$ cat src/rtl/ctrl_pkg.sv
// ctrl_pkg: shared definitions for the MIPS control unit, the hazard unit
// and CP0. Holds the instruction class codes, the opcode/funct/rt field
// constants used by the decoder, and the full eret encoding.
// No ports (package).
package ctrl_pkg;

  typedef enum logic [3:0] {
    IC_NOP   = 4'd0,
    IC_CAL_R = 4'd1,
    IC_CAL_I = 4'd2,
    IC_LOAD  = 4'd3,
    IC_STORE = 4'd4,
    IC_B     = 4'd5,
    IC_J     = 4'd6,
    IC_JAL   = 4'd7,
    IC_JR    = 4'd8,
    IC_JALR  = 4'd9,
    IC_MD    = 4'd10,
    IC_MF    = 4'd11,
    IC_MT    = 4'd12,
    IC_MFC0  = 4'd13,
    IC_MTC0  = 4'd14,
    IC_OTHER = 4'd15
  } ic_e;

  // Opcodes, instr[31:26]
  localparam logic [5:0] OP_SPECIAL = 6'h00;
  localparam logic [5:0] OP_REGIMM  = 6'h01;
  localparam logic [5:0] OP_J       = 6'h02;
  localparam logic [5:0] OP_JAL     = 6'h03;
  localparam logic [5:0] OP_BEQ     = 6'h04;
  localparam logic [5:0] OP_BNE     = 6'h05;
  localparam logic [5:0] OP_BLEZ    = 6'h06;
  localparam logic [5:0] OP_BGTZ    = 6'h07;
  localparam logic [5:0] OP_ADDI    = 6'h08;
  localparam logic [5:0] OP_ADDIU   = 6'h09;
  localparam logic [5:0] OP_SLTI    = 6'h0a;
  localparam logic [5:0] OP_SLTIU   = 6'h0b;
  localparam logic [5:0] OP_ANDI    = 6'h0c;
  localparam logic [5:0] OP_ORI     = 6'h0d;
  localparam logic [5:0] OP_XORI    = 6'h0e;
  localparam logic [5:0] OP_LUI     = 6'h0f;
  localparam logic [5:0] OP_COP0    = 6'h10;
  localparam logic [5:0] OP_LB      = 6'h20;
  localparam logic [5:0] OP_LH      = 6'h21;
  localparam logic [5:0] OP_LW      = 6'h23;
  localparam logic [5:0] OP_LBU     = 6'h24;
  localparam logic [5:0] OP_LHU     = 6'h25;
  localparam logic [5:0] OP_SB      = 6'h28;
  localparam logic [5:0] OP_SH      = 6'h29;
  localparam logic [5:0] OP_SW      = 6'h2b;

  // Funct codes under OP_SPECIAL, instr[5:0]
  localparam logic [5:0] FN_SLL   = 6'h00;
  localparam logic [5:0] FN_SRL   = 6'h02;
  localparam logic [5:0] FN_SRA   = 6'h03;
  localparam logic [5:0] FN_SLLV  = 6'h04;
  localparam logic [5:0] FN_SRLV  = 6'h06;
  localparam logic [5:0] FN_SRAV  = 6'h07;
  localparam logic [5:0] FN_JR    = 6'h08;
  localparam logic [5:0] FN_JALR  = 6'h09;
  localparam logic [5:0] FN_MFHI  = 6'h10;
  localparam logic [5:0] FN_MTHI  = 6'h11;
  localparam logic [5:0] FN_MFLO  = 6'h12;
  localparam logic [5:0] FN_MTLO  = 6'h13;
  localparam logic [5:0] FN_MULT  = 6'h18;
  localparam logic [5:0] FN_MULTU = 6'h19;
  localparam logic [5:0] FN_DIV   = 6'h1a;
  localparam logic [5:0] FN_DIVU  = 6'h1b;
  localparam logic [5:0] FN_ADD   = 6'h20;
  localparam logic [5:0] FN_ADDU  = 6'h21;
  localparam logic [5:0] FN_SUB   = 6'h22;
  localparam logic [5:0] FN_SUBU  = 6'h23;
  localparam logic [5:0] FN_AND   = 6'h24;
  localparam logic [5:0] FN_OR    = 6'h25;
  localparam logic [5:0] FN_XOR   = 6'h26;
  localparam logic [5:0] FN_NOR   = 6'h27;
  localparam logic [5:0] FN_SLT   = 6'h2a;
  localparam logic [5:0] FN_SLTU  = 6'h2b;

  // rt field selectors under OP_REGIMM
  localparam logic [4:0] RT_BLTZ = 5'd0;
  localparam logic [4:0] RT_BGEZ = 5'd1;

  // rs field selectors under OP_COP0
  localparam logic [4:0] RS_MFC0 = 5'd0;
  localparam logic [4:0] RS_MTC0 = 5'd4;

  localparam logic [31:0] ERET_WORD = 32'h4200_0018;

endpackage

$ cat src/rtl/ctrl_decode.sv
// ctrl_decode: purely combinational MIPS instruction classifier.
// Ports:
//   instr [31:0] in  - instruction word
//   ic    [3:0]  out - instruction class (ctrl_pkg::ic_e encoding)
//   ri           out - reserved instruction, high exactly when ic is OTHER
// Config: define CTRL_CP0_EN to decode opcode 0x10 (mfc0, mtc0, eret);
// without it every opcode-0x10 word is reserved.
module ctrl_decode
  import ctrl_pkg::*;
(
  input  logic [31:0] instr,
  output logic [3:0]  ic,
  output logic        ri
);

  logic [5:0] opcode;
  logic [5:0] funct;
  logic [4:0] rt;
  ic_e        cls;

  assign opcode = instr[31:26];
  assign funct  = instr[5:0];
  assign rt     = instr[20:16];

`ifdef CTRL_CP0_EN
  logic [4:0] rs;
  assign rs = instr[25:21];
`endif

  always_comb begin
    cls = IC_OTHER;
    case (opcode)
      OP_SPECIAL: begin
        case (funct)
          FN_ADD, FN_ADDU, FN_SUB, FN_SUBU, FN_AND, FN_OR, FN_XOR, FN_NOR,
          FN_SLT, FN_SLTU, FN_SLL, FN_SRL, FN_SRA, FN_SLLV, FN_SRLV,
          FN_SRAV:                           cls = IC_CAL_R;
          FN_JR:                             cls = IC_JR;
          FN_JALR:                           cls = IC_JALR;
          FN_MULT, FN_MULTU, FN_DIV, FN_DIVU: cls = IC_MD;
          FN_MFHI, FN_MFLO:                  cls = IC_MF;
          FN_MTHI, FN_MTLO:                  cls = IC_MT;
          default:                           cls = IC_OTHER;
        endcase
      end
      OP_REGIMM: begin
        if (rt == RT_BLTZ || rt == RT_BGEZ) cls = IC_B;
      end
      OP_BEQ, OP_BNE, OP_BLEZ, OP_BGTZ:      cls = IC_B;
      OP_J:                                  cls = IC_J;
      OP_JAL:                                cls = IC_JAL;
      OP_ADDI, OP_ADDIU, OP_SLTI, OP_SLTIU,
      OP_ANDI, OP_ORI, OP_XORI, OP_LUI:      cls = IC_CAL_I;
      OP_LB, OP_LH, OP_LW, OP_LBU, OP_LHU:   cls = IC_LOAD;
      OP_SB, OP_SH, OP_SW:                   cls = IC_STORE;
      OP_COP0: begin
`ifdef CTRL_CP0_EN
        // eret redirects the PC, so the pipeline treats it as a jump.
        if (instr == ERET_WORD)    cls = IC_J;
        else if (rs == RS_MFC0)    cls = IC_MFC0;
        else if (rs == RS_MTC0)    cls = IC_MTC0;
`else
        cls = IC_OTHER;
`endif
      end
      default:                               cls = IC_OTHER;
    endcase
    // The all-zero word would otherwise decode as sll; it must be NOP.
    if (instr == 32'h0) cls = IC_NOP;
  end

  assign ic = cls;
  assign ri = (cls == IC_OTHER);

endmodule

$ cat src/rtl/ctrl_unit.sv
// ctrl_unit: MIPS control unit top. Classifies instr combinationally via
// ctrl_decode and also presents the class one Clk later.
// Ports:
//   Clk          in  - clock, rising edge
//   Reset        in  - asynchronous active-low reset (clears ic_q/ri_q only)
//   instr [31:0] in  - instruction word
//   ic    [3:0]  out - combinational class
//   ri           out - combinational reserved-instruction flag
//   ic_q  [3:0]  out - ic registered by one Clk
//   ri_q         out - ri registered by one Clk
// Config: CTRL_CP0_EN enables CP0 instruction decode (see ctrl_decode).
module ctrl_unit
  import ctrl_pkg::*;
(
  input  logic        Clk,
  input  logic        Reset,
  input  logic [31:0] instr,
  output logic [3:0]  ic,
  output logic        ri,
  output logic [3:0]  ic_q,
  output logic        ri_q
);

  logic [3:0] ic_d;
  logic       ri_d;

  ctrl_decode u_decode (
    .instr (instr),
    .ic    (ic),
    .ri    (ri)
  );

  always_comb begin
    ic_d = ic;
    ri_d = ri;
  end

  always_ff @(posedge Clk or negedge Reset) begin
    if (!Reset) begin
      ic_q <= IC_NOP;
      ri_q <= 1'b0;
    end else begin
      ic_q <= ic_d;
      ri_q <= ri_d;
    end
  end

endmodule

$ cat config.mk
export PLATFORM = sky130hd
export DESIGN_NAME = ctrl_unit
export DESIGN_NICKNAME = d
export VERILOG_FILES = /design/src/rtl/ctrl_pkg.sv /design/src/rtl/ctrl_decode.sv /design/src/rtl/ctrl_unit.sv
export SDC_FILE = /design/constraint.sdc
export NUM_CORES = 1
export LEC_CHECK = 0
export ABC_AREA = 0
export ABC_CLOCK_PERIOD_IN_PS = 2700
export CORE_MARGIN = 2
export CORE_UTILIZATION = 30
export CTS_BUF_LIST = sky130_fd_sc_hd__clkbuf_4 sky130_fd_sc_hd__clkbuf_8
export DETAILED_ROUTE_END_ITERATION = 10
export PLACE_DENSITY = 0.8
export SYNTH_ARGS = -nofsm -noshare
export SYNTH_HDL_FRONTEND = slang
export SYNTH_SLANG_ARGS = --single-unit
$ cat constraint.sdc
create_clock -name Clk -period 2.7 [get_ports Clk]
set_input_delay 0.405 -clock Clk [delete_from_list [all_inputs] [get_ports Clk]]
set_output_delay 0.405 -clock Clk [all_outputs]
set_load 0.05 [all_outputs]
# Word level (Yosys, flattened, before mapping)
# Memory sizes are Yosys's and may differ from the RTL's.
# Cells that the tools add are included.
# op_classes
n_eq_ne,25
mux,3
n_reduce_logical,8
# op_table
op,n
6-bit by 4-bit equality test with 1-bit output (second input constant),8
6-bit equality test (second input constant),8
32-bit logical NOT,1
4-bit one-hot mux with 8 select lines,1
6-bit by 3-bit equality test with 1-bit output (second input constant),4
6-bit by 2-bit equality test with 1-bit output (second input constant),2
4-bit 2-to-1 mux,2
8-bit OR reduction,1
6-bit by 1-bit equality test with 1-bit output (second input constant),1
6-bit logical NOT,1
5-bit by 1-bit equality test with 1-bit output (second input constant),1
5-bit logical NOT,1
5-bit OR reduction,1
4-bit equality test (second input constant),1
4-bit OR reduction,1
3-bit OR reduction,1
1-bit logical OR,1
# word_totals
register_bits,5
mem_bits_ro,256
input_bits,34
elab_cells,39
n_memories,1
# mem_list
name,depth,width,rd,rd_clocked_by_memory_dff,wr,line,text
(no name shown),64,4,1,0,0,ctrl_decode.sv:34,case (funct)

# Depth between registers and ports, before layout
# Gate-level depths: netlist of the first run.
# logic_depth
word_depth,6
ltp_mapped,5

# Modules after synthesis
# From an unflattened synthesis of the first run, not the netlist that was laid out.
# unflattened
cells_unflattened,66
area_unflattened_um2,529.3
# by_module_without_submodules
mod,instances,cells_per_inst,area_per_inst_um2
ctrl_decode,1,61,404.1
ctrl_unit,1,5,125.1

# Worst setup path before layout of the first run
# Ideal clock, no wire load.
# synth_timing
path_type,input -> output
startpoint,input instr[31]
endpoint,output ri
arrival_ns,2.210
t_required_ns,2.295
slack_ns,0.085
cell_stages,5
path_cell_list,nor4_4 > nand2_2 > a31oi_4 > a211oi_1 > nor3_1
# synth_via
elab_chain_cells,5
# synth_lines
item,line,text
from (decl),ctrl_unit.sv:17,"input logic [31:0] instr,"
6-bit by 4-bit equality test with 1-bit output (tied with other cells),ctrl_decode.sv:32,case (opcode)
8-bit OR reduction (tied with other cells),ctrl_decode.sv:32,
4-bit one-hot mux with 8 select lines,ctrl_decode.sv:32,
4-bit 2-to-1 mux (*),ctrl_decode.sv:69,if (instr == 32'h0) cls = IC_NOP;
4-bit equality test (*),ctrl_decode.sv:73,assign ri = (cls == IC_OTHER);
to (decl),ctrl_unit.sv:19,"output logic ri,"
# Every way passes the cells marked *; elsewhere a longest branch is shown, timed or not.

# Worst setup path in the final report of the first run
# layout_timing
startpoint,input instr[17]
endpoint,output ri
# layout_via
elab_chain_cells,6
# layout_lines
item,line,text
5-bit by 1-bit equality test with 1-bit output or 5-bit logical NOT (tied branches),ctrl_decode.sv:47,if (rt == RT_BLTZ || rt == RT_BGEZ) cls = IC_B;
1-bit logical OR,ctrl_decode.sv:47,
4-bit 2-to-1 mux,ctrl_decode.sv:47,
4-bit one-hot mux with 8 select lines,ctrl_decode.sv:32,
4-bit 2-to-1 mux (*),ctrl_decode.sv:69,
4-bit equality test (*),ctrl_decode.sv:73,
# Marks and branches as above.

==> results.ini, run 1 <==
[cts]
ctsHoldBuffers = 0
cts_tree = done
ctsRootBufferMaster = sky130_fd_sc_hd__clkbuf_4
cts_inserted_buffers = 3
cts.path.max_buffers = 2
clock_sinks = 5
worst_setup_hold_path_clk_slew_ps = 40
htree_levels = 1

[timing]
setup_tns_ps = 0
final_hold_viol_count = 0
finalCriticalPeriod_ps = 2570
slew_headroom = 0.664
maxClockFrequency_mhz = 389
timing_worst_slew_pin_value_ps = 502
timing.final.crit_share = 0.953
timing.final.setup_violations = 0
setup_repair_after_global_routing_missed_its_margin = no
hold_slack_ps = 388
finalMaxSlewViolations = 0

[worst_hold_path]
timing.hold.worst.class = input pin to async pin

[place]
portBuffers = 43
hpwl_mm = 1.44
gp_congestion = 0.760

[route]
drtPass1Iterations = 4
wl_mm = 1.60
routedWlPerCell_um = 12.6
dr.first_iter.drc_count = 8
drcViolationCount = 0
via_density_per_instance = 5.26
drt.antenna.violating_nets = 0
routed-via-count = 668

[synth]
synthesis.yosys.warnings = 0
synth_top_flop_cell = sky130_fd_sc_hd__dfrtp_1
synthDominantCellAreaShare = 0.255
postSynthRegisterBits = 5
synth.net_count = 96
synth_cell_type_count = 30
synth_enable_flop_cells = 0
post_synth_inst_count = 62
synthArstFlopShare = 1.00
synth_sequential_area_ratio = 0.255
list_of_most_frequent_post_synthesis_cells = sky130_fd_sc_hd__nor2_1 (7), sky130_fd_sc_hd__dfrtp_1 (5), sky130_fd_sc_hd__inv_1 (5)
synth_area_leaders = sky130_fd_sc_hd__dfrtp_1 (26%), sky130_fd_sc_hd__nor2_1 (5.4%), sky130_fd_sc_hd__a31oi_4 (4.3%)
yosysMostFrequentCell = sky130_fd_sc_hd__nor2_1
total_standard_cell_area_after_synthesis_um2 = 490
synth_area_leader_cell = sky130_fd_sc_hd__dfrtp_1
avgSynthCellArea_um2 = 7.91

[setup_path]
critical_path_class = input pin to primary output
crit_buf_inv = 3
crit_family = buffers and inverters
critPathArrivalTime_ps = 2170
critPathRequiredTime_ps = 2300
max_stage_delay_ps = 540
endpoint_kind = primary output
worstPathMaxFanout = 2
timing.critical_path.slowest_stage_cell = sky130_fd_sc_hd__or4_4
crit_path_cell_trace = clkdlybuf4s50_1 -> or4_4 -> a31oi_1 -> nand2_1 -> a21oi_2 -> nor3_1 -> buf_4 -> buf_12
crit_path_start_kind = input pin

[finish]
layout-drive-gt1-share = 0.153
final_util = 0.667
syn2layout_area_growth_pct = 107
n_fill_cell = 129
finalNetCount = 146
antenna-diode-count = 0

[job]
maxCapViolCount = 0

[floorplanning]
core_um2 = 1520
core.rowCount = 14
die-width_um = 44.4
ios = 44
die-height_um = 44.4
design.die.area_um2 = 1970
initial_util = 0.322

[global_route]
grt_max_degree = 8
grt_antenna_before_repair = 0
via_count_of_the_first_global_routing_pass = 645
gr-usage-all-layers = 0.184
grt-ovfl-total = 0
first_pass_grt_wire_length_mm = 2.68

[status]
run_status = finished clean

[power_and_ir_drop]
share_of_total_power_in_combinational_logic = 0.503
vdd.ir_drop.worst_uv = 132
p_total_mw = 0.355
total_switching_power_mw = 0.120
power.share.sequential = 0.234
internal_power_mw = 0.235
power_density_nw_per_um2 = 349
sw_frac_of_total = 0.338
power_frac_clock = 0.263
static-leakage-power_nw = 0.407

kinds of logic after synthesis:
kind of cell / share of synthesized area
flip-flops: 0.255
buffers and inverters: 0.0459
AO/OA/AOI/OAI: 0.344
AND/OR/NAND/NOR: 0.355
cell usage in the layout (no fill, tap or decap), drive strengths merged:
master / n
clkdlybuf4s50: 36
nor2: 7
o21ai: 7
buf: 7
inv: 5
dfrtp: 5
clkbuf: 4
a31oi: 4
a21oi: 4
nand3: 3
nor3: 3
or4: 3
nor4: 3
nor2b: 2
o21bai: 2
and3: 2
dlymetal6s2s: 2
nand2: 2
nand2b: 1
a21boi: 1
a211oi: 1
o21a: 1
clkinv: 1
or3b: 1
o221ai: 1
a221oi: 1
nand3b: 1
a31o: 1
state kept, by name (all words and copies together), names as in the netlist:
register,count
ic_q,4
ri_q,1
path summary, 6_finish.rpt:
path | from | end | slack (ps) | cells after the start
max | instr[17] | ri | 130 | 8
min | Reset | ic_q[0]$_DFF_PN0_ | 390 | 1
max in group asynchronous | Reset | ic_q[3]$_DFF_PN0_ | 2120 | 1
min in group Clk | instr[27] | ic_q[1]$_DFF_PN0_ | 870 | 4
metrics by stage:
stage	area, um^2	worst slack [ps]	cells
floorplan	490	85.4	62
global placement	981	144	123
detailed placement	981	134	123
CTS	1010	128	127
global route	1020	40.7	127
finish	1020	128	127
repair_timing:
action	4_1_cts	5_1_grt
endpoints found under the setup margin	0	1
resized for setup	0	2
setup buffers	0	0
power groups by stage:
| stage | combinational [mW] | clock [mW] | sequential [mW] |
|---|---|---|---|
| 2_1_floorplan | 0.0529 | 0 | 0.106 |
| 3_3_place_gp | 0.176 | 0 | 0.0836 |
| 3_5_place_dp | 0.179 | 0 | 0.0843 |
| 4_1_cts | 0.179 | 0.0974 | 0.0832 |
| 5_1_grt | 0.190 | 0.101 | 0.0835 |
| 6_report | 0.178 | 0.0934 | 0.0830 |
metal layers:
layer  share of wire  track usage
met4          0.0075       0.0909
met5               0            0
met3           0.057       0.0204
met1            0.37        0.189
met2            0.56        0.362
final cells by class:
class | count | area [um^2] | share of cell area
timing repair buffer | 45 | 475 | 0.468
multi-input combinational | 51 | 343 | 0.337
sequential | 5 | 125 | 0.123
clock buffer | 4 | 30.0 | 0.0296
inverter | 6 | 22.5 | 0.0222
tap | 16 | 20.0 | 0.0197
No activity file was read; power rests on OpenSTA's default activity.
==> inputs of run 2 (changes only) <==
--- a/config.mk
+++ b/config.mk
@@ -11,7 +11,7 @@
 export CORE_UTILIZATION = 30
 export CTS_BUF_LIST = sky130_fd_sc_hd__clkbuf_4 sky130_fd_sc_hd__clkbuf_8
 export DETAILED_ROUTE_END_ITERATION = 10
-export PLACE_DENSITY = 0.8
+export PLACE_DENSITY_LB_ADDON = 0.15
 export SYNTH_ARGS = -nofsm -noshare
 export SYNTH_HDL_FRONTEND = slang
 export SYNTH_SLANG_ARGS = --single-unit
==> results.ini, run 2 (same netlist as run 1, synthesis figures left out) <==
[power_and_ir_drop]
power_density_nw_per_um2 = 347  ; -0.65%
vdd.ir_drop.worst_uv = 164  ; +25%
static-leakage-power_nw = 0.400  ; -1.7%

[status]
run_status = finished clean

[global_route]
grt_max_degree = 8  ; unchanged
first_pass_grt_wire_length_mm = 2.33  ; -13%
gr-usage-all-layers = 0.157  ; -0.0277
via_count_of_the_first_global_routing_pass = 629  ; -2.5%
grt-ovfl-total = 0  ; unchanged
grt_antenna_before_repair = 0  ; unchanged

[route]
drt.antenna.violating_nets = 0  ; unchanged
via_density_per_instance = 5.15  ; -2.1%
wl_mm = 1.45  ; -9.3%
drcViolationCount = 0  ; unchanged
dr.first_iter.drc_count = 3  ; -5
drtPass1Iterations = 4  ; unchanged
routed-via-count = 664  ; -0.60%
routedWlPerCell_um = 11.3  ; -11%

[finish]
finalNetCount = 148  ; +1.4%
final_util = 0.677  ; +0.00985
syn2layout_area_growth_pct = 110
stdcell_area_um2 = 1030  ; +1.5%
largestRegisters = ic_q: 4 flops, ri_q: 1 flops
final_common_cell = sky130_fd_sc_hd__clkdlybuf4s50_1
n_fill_cell = 130  ; +0.78%
layout-drive-gt1-share = 0.177  ; +0.0238
most-common-layout-cells = sky130_fd_sc_hd__clkdlybuf4s50_1 (38), sky130_fd_sc_hd__nor2_1 (7), sky130_fd_sc_hd__buf_4 (6), sky130_fd_sc_hd__inv_1 (5), sky130_fd_sc_hd__dfrtp_1 (5)
flip_flop_count_of_the_largest_register_after_layout = 4  ; unchanged
antenna-diode-count = 0  ; unchanged
max_flop_register = ic_q

[place]
area_of_placed_instances_um2 = 996  ; +1.5%
portBuffers = 43  ; unchanged
hpwl_mm = 1.32  ; -8.3%
gp_congestion = 0.757  ; -0.39%

[timing]
finalMaxSlewViolations = 0  ; unchanged
slew_headroom = 0.668  ; +0.00313
timing.final.crit_share = 0.960  ; +0.00743
timing_worst_slew_pin_value_ps = 497  ; -4.68 ps
finalCriticalPeriod_ps = 2590  ; +20.1 ps
timing.final.setup_violations = 0  ; unchanged
final_hold_viol_count = 0  ; unchanged
setup_repair_after_global_routing_missed_its_margin = no
setup_tns_ps = 0  ; unchanged
maxClockFrequency_mhz = 386  ; -0.77%

[cts]
worst_setup_hold_path_clk_slew_ps = 40  ; about the same
cts_inserted_buffers = 3  ; unchanged
htree_levels = 1  ; unchanged
clock_sinks = 5  ; unchanged
cts.path.max_buffers = 2  ; unchanged
post_cts_setup_buffer_count = 0  ; unchanged
cts_tree = done
ctsRootBufferMaster = sky130_fd_sc_hd__clkbuf_4

[floorplanning]
ios = 44  ; unchanged
design.die.area_um2 = 1970  ; unchanged
core.rowCount = 14  ; unchanged
initial_util = 0.322  ; unchanged
core_um2 = 1520  ; unchanged
die-height_um = 44.4  ; unchanged
die-width_um = 44.4  ; unchanged

[worst_hold_path]
timing.hold.worst.class = input pin to async pin

[setup_path]
max_stage_delay_ps = 460  ; -80 ps
crit_path_start_kind = input pin
startpoint = instr[27]
timing.critical_path.slowest_stage_cell = sky130_fd_sc_hd__clkdlybuf4s50_1
endpoint_kind = primary output
critPathMostFrequentCell = sky130_fd_sc_hd__buf_4
critPathRequiredTime_ps = 2300  ; about the same
critical_path_class = input pin to primary output
crit_path_cell_trace = clkdlybuf4s50_1 -> buf_4 -> nor2b_1 -> or3b_1 -> a221oi_2 -> a31oi_1 -> buf_4
worstPathMaxFanout = 5  ; +3
critPathArrivalTime_ps = 2190  ; +20 ps

[job]
maxCapViolCount = 0  ; unchanged

[run 2: cell count changes in the layout (fill, tap and decap cells not counted), sizes merged]
cell           before  now
buf                 7    9
clkdlybuf4s50      36   38
dlymetal6s2s        2    0
[run 2: metal layers]
layer	vias up	GRT usage	wire (um)
met5	-	0	0
met4	0	0.0545	0
met3	0	0.0286	91
met2	28	0.321	820
met1	296	0.152	541
li1	340	-	-
[run 2: what timing repair did]
action / 4_1_cts / 5_1_grt
gates resized for setup: 0 / 1
setup endpoints to repair: 0 / 1
hold buffers: 0 / 0
endpoints found under the hold margin: 0 / 0
[run 2: report_power, final]
| group | total, mW | switching, mW | internal [mW] |
|---|---|---|---|
| clock | 0.0958 | 0.0299 | 0.0658 |
| combinational | 0.179 | 0.0902 | 0.0890 |
| sequential | 0.0826 | 0.00140 | 0.0812 |
| total | 0.358 | 0.122 | 0.236 |
[run 2: path summary, 6_finish.rpt]
path                                      to  slack [ps]
max in group asynchronous     ri_q$_DFF_PN0_        2130
worst min-delay path       ic_q[3]$_DFF_PN0_         380
worst max-delay path                   ic[0]         110
min in group Clk           ic_q[1]$_DFF_PN0_         900
[run 2: worst max-delay path, delay by kind of cell]
kind                   cells  cell delay, ps
buffers and inverters      3             840
and+or+nand+nor            2             510
AOI/OAI and AO/OA          2             430
[run 2: layout make-up]
type	instances	area (um^2)	share of cell area
inverter	6	22.5	0.0218
timing repair buffer	47	485	0.471
multi-input combinational	51	348	0.337
clock buffer	4	30.0	0.0291
sequential	5	125	0.121
tap	16	20.0	0.0194
[run 2: stage by stage]
step	std cells	total power, mW	hold WS (ps)	setup slack [ps]
after global placement	125	0.260	635	117
after detailed placement	125	0.263	645	90.1
final	129	0.358	384	108
after global routing	129	0.375	389	14.9
after CTS	129	0.361	386	90.4
after floorplan	62	0.159	109	85.4
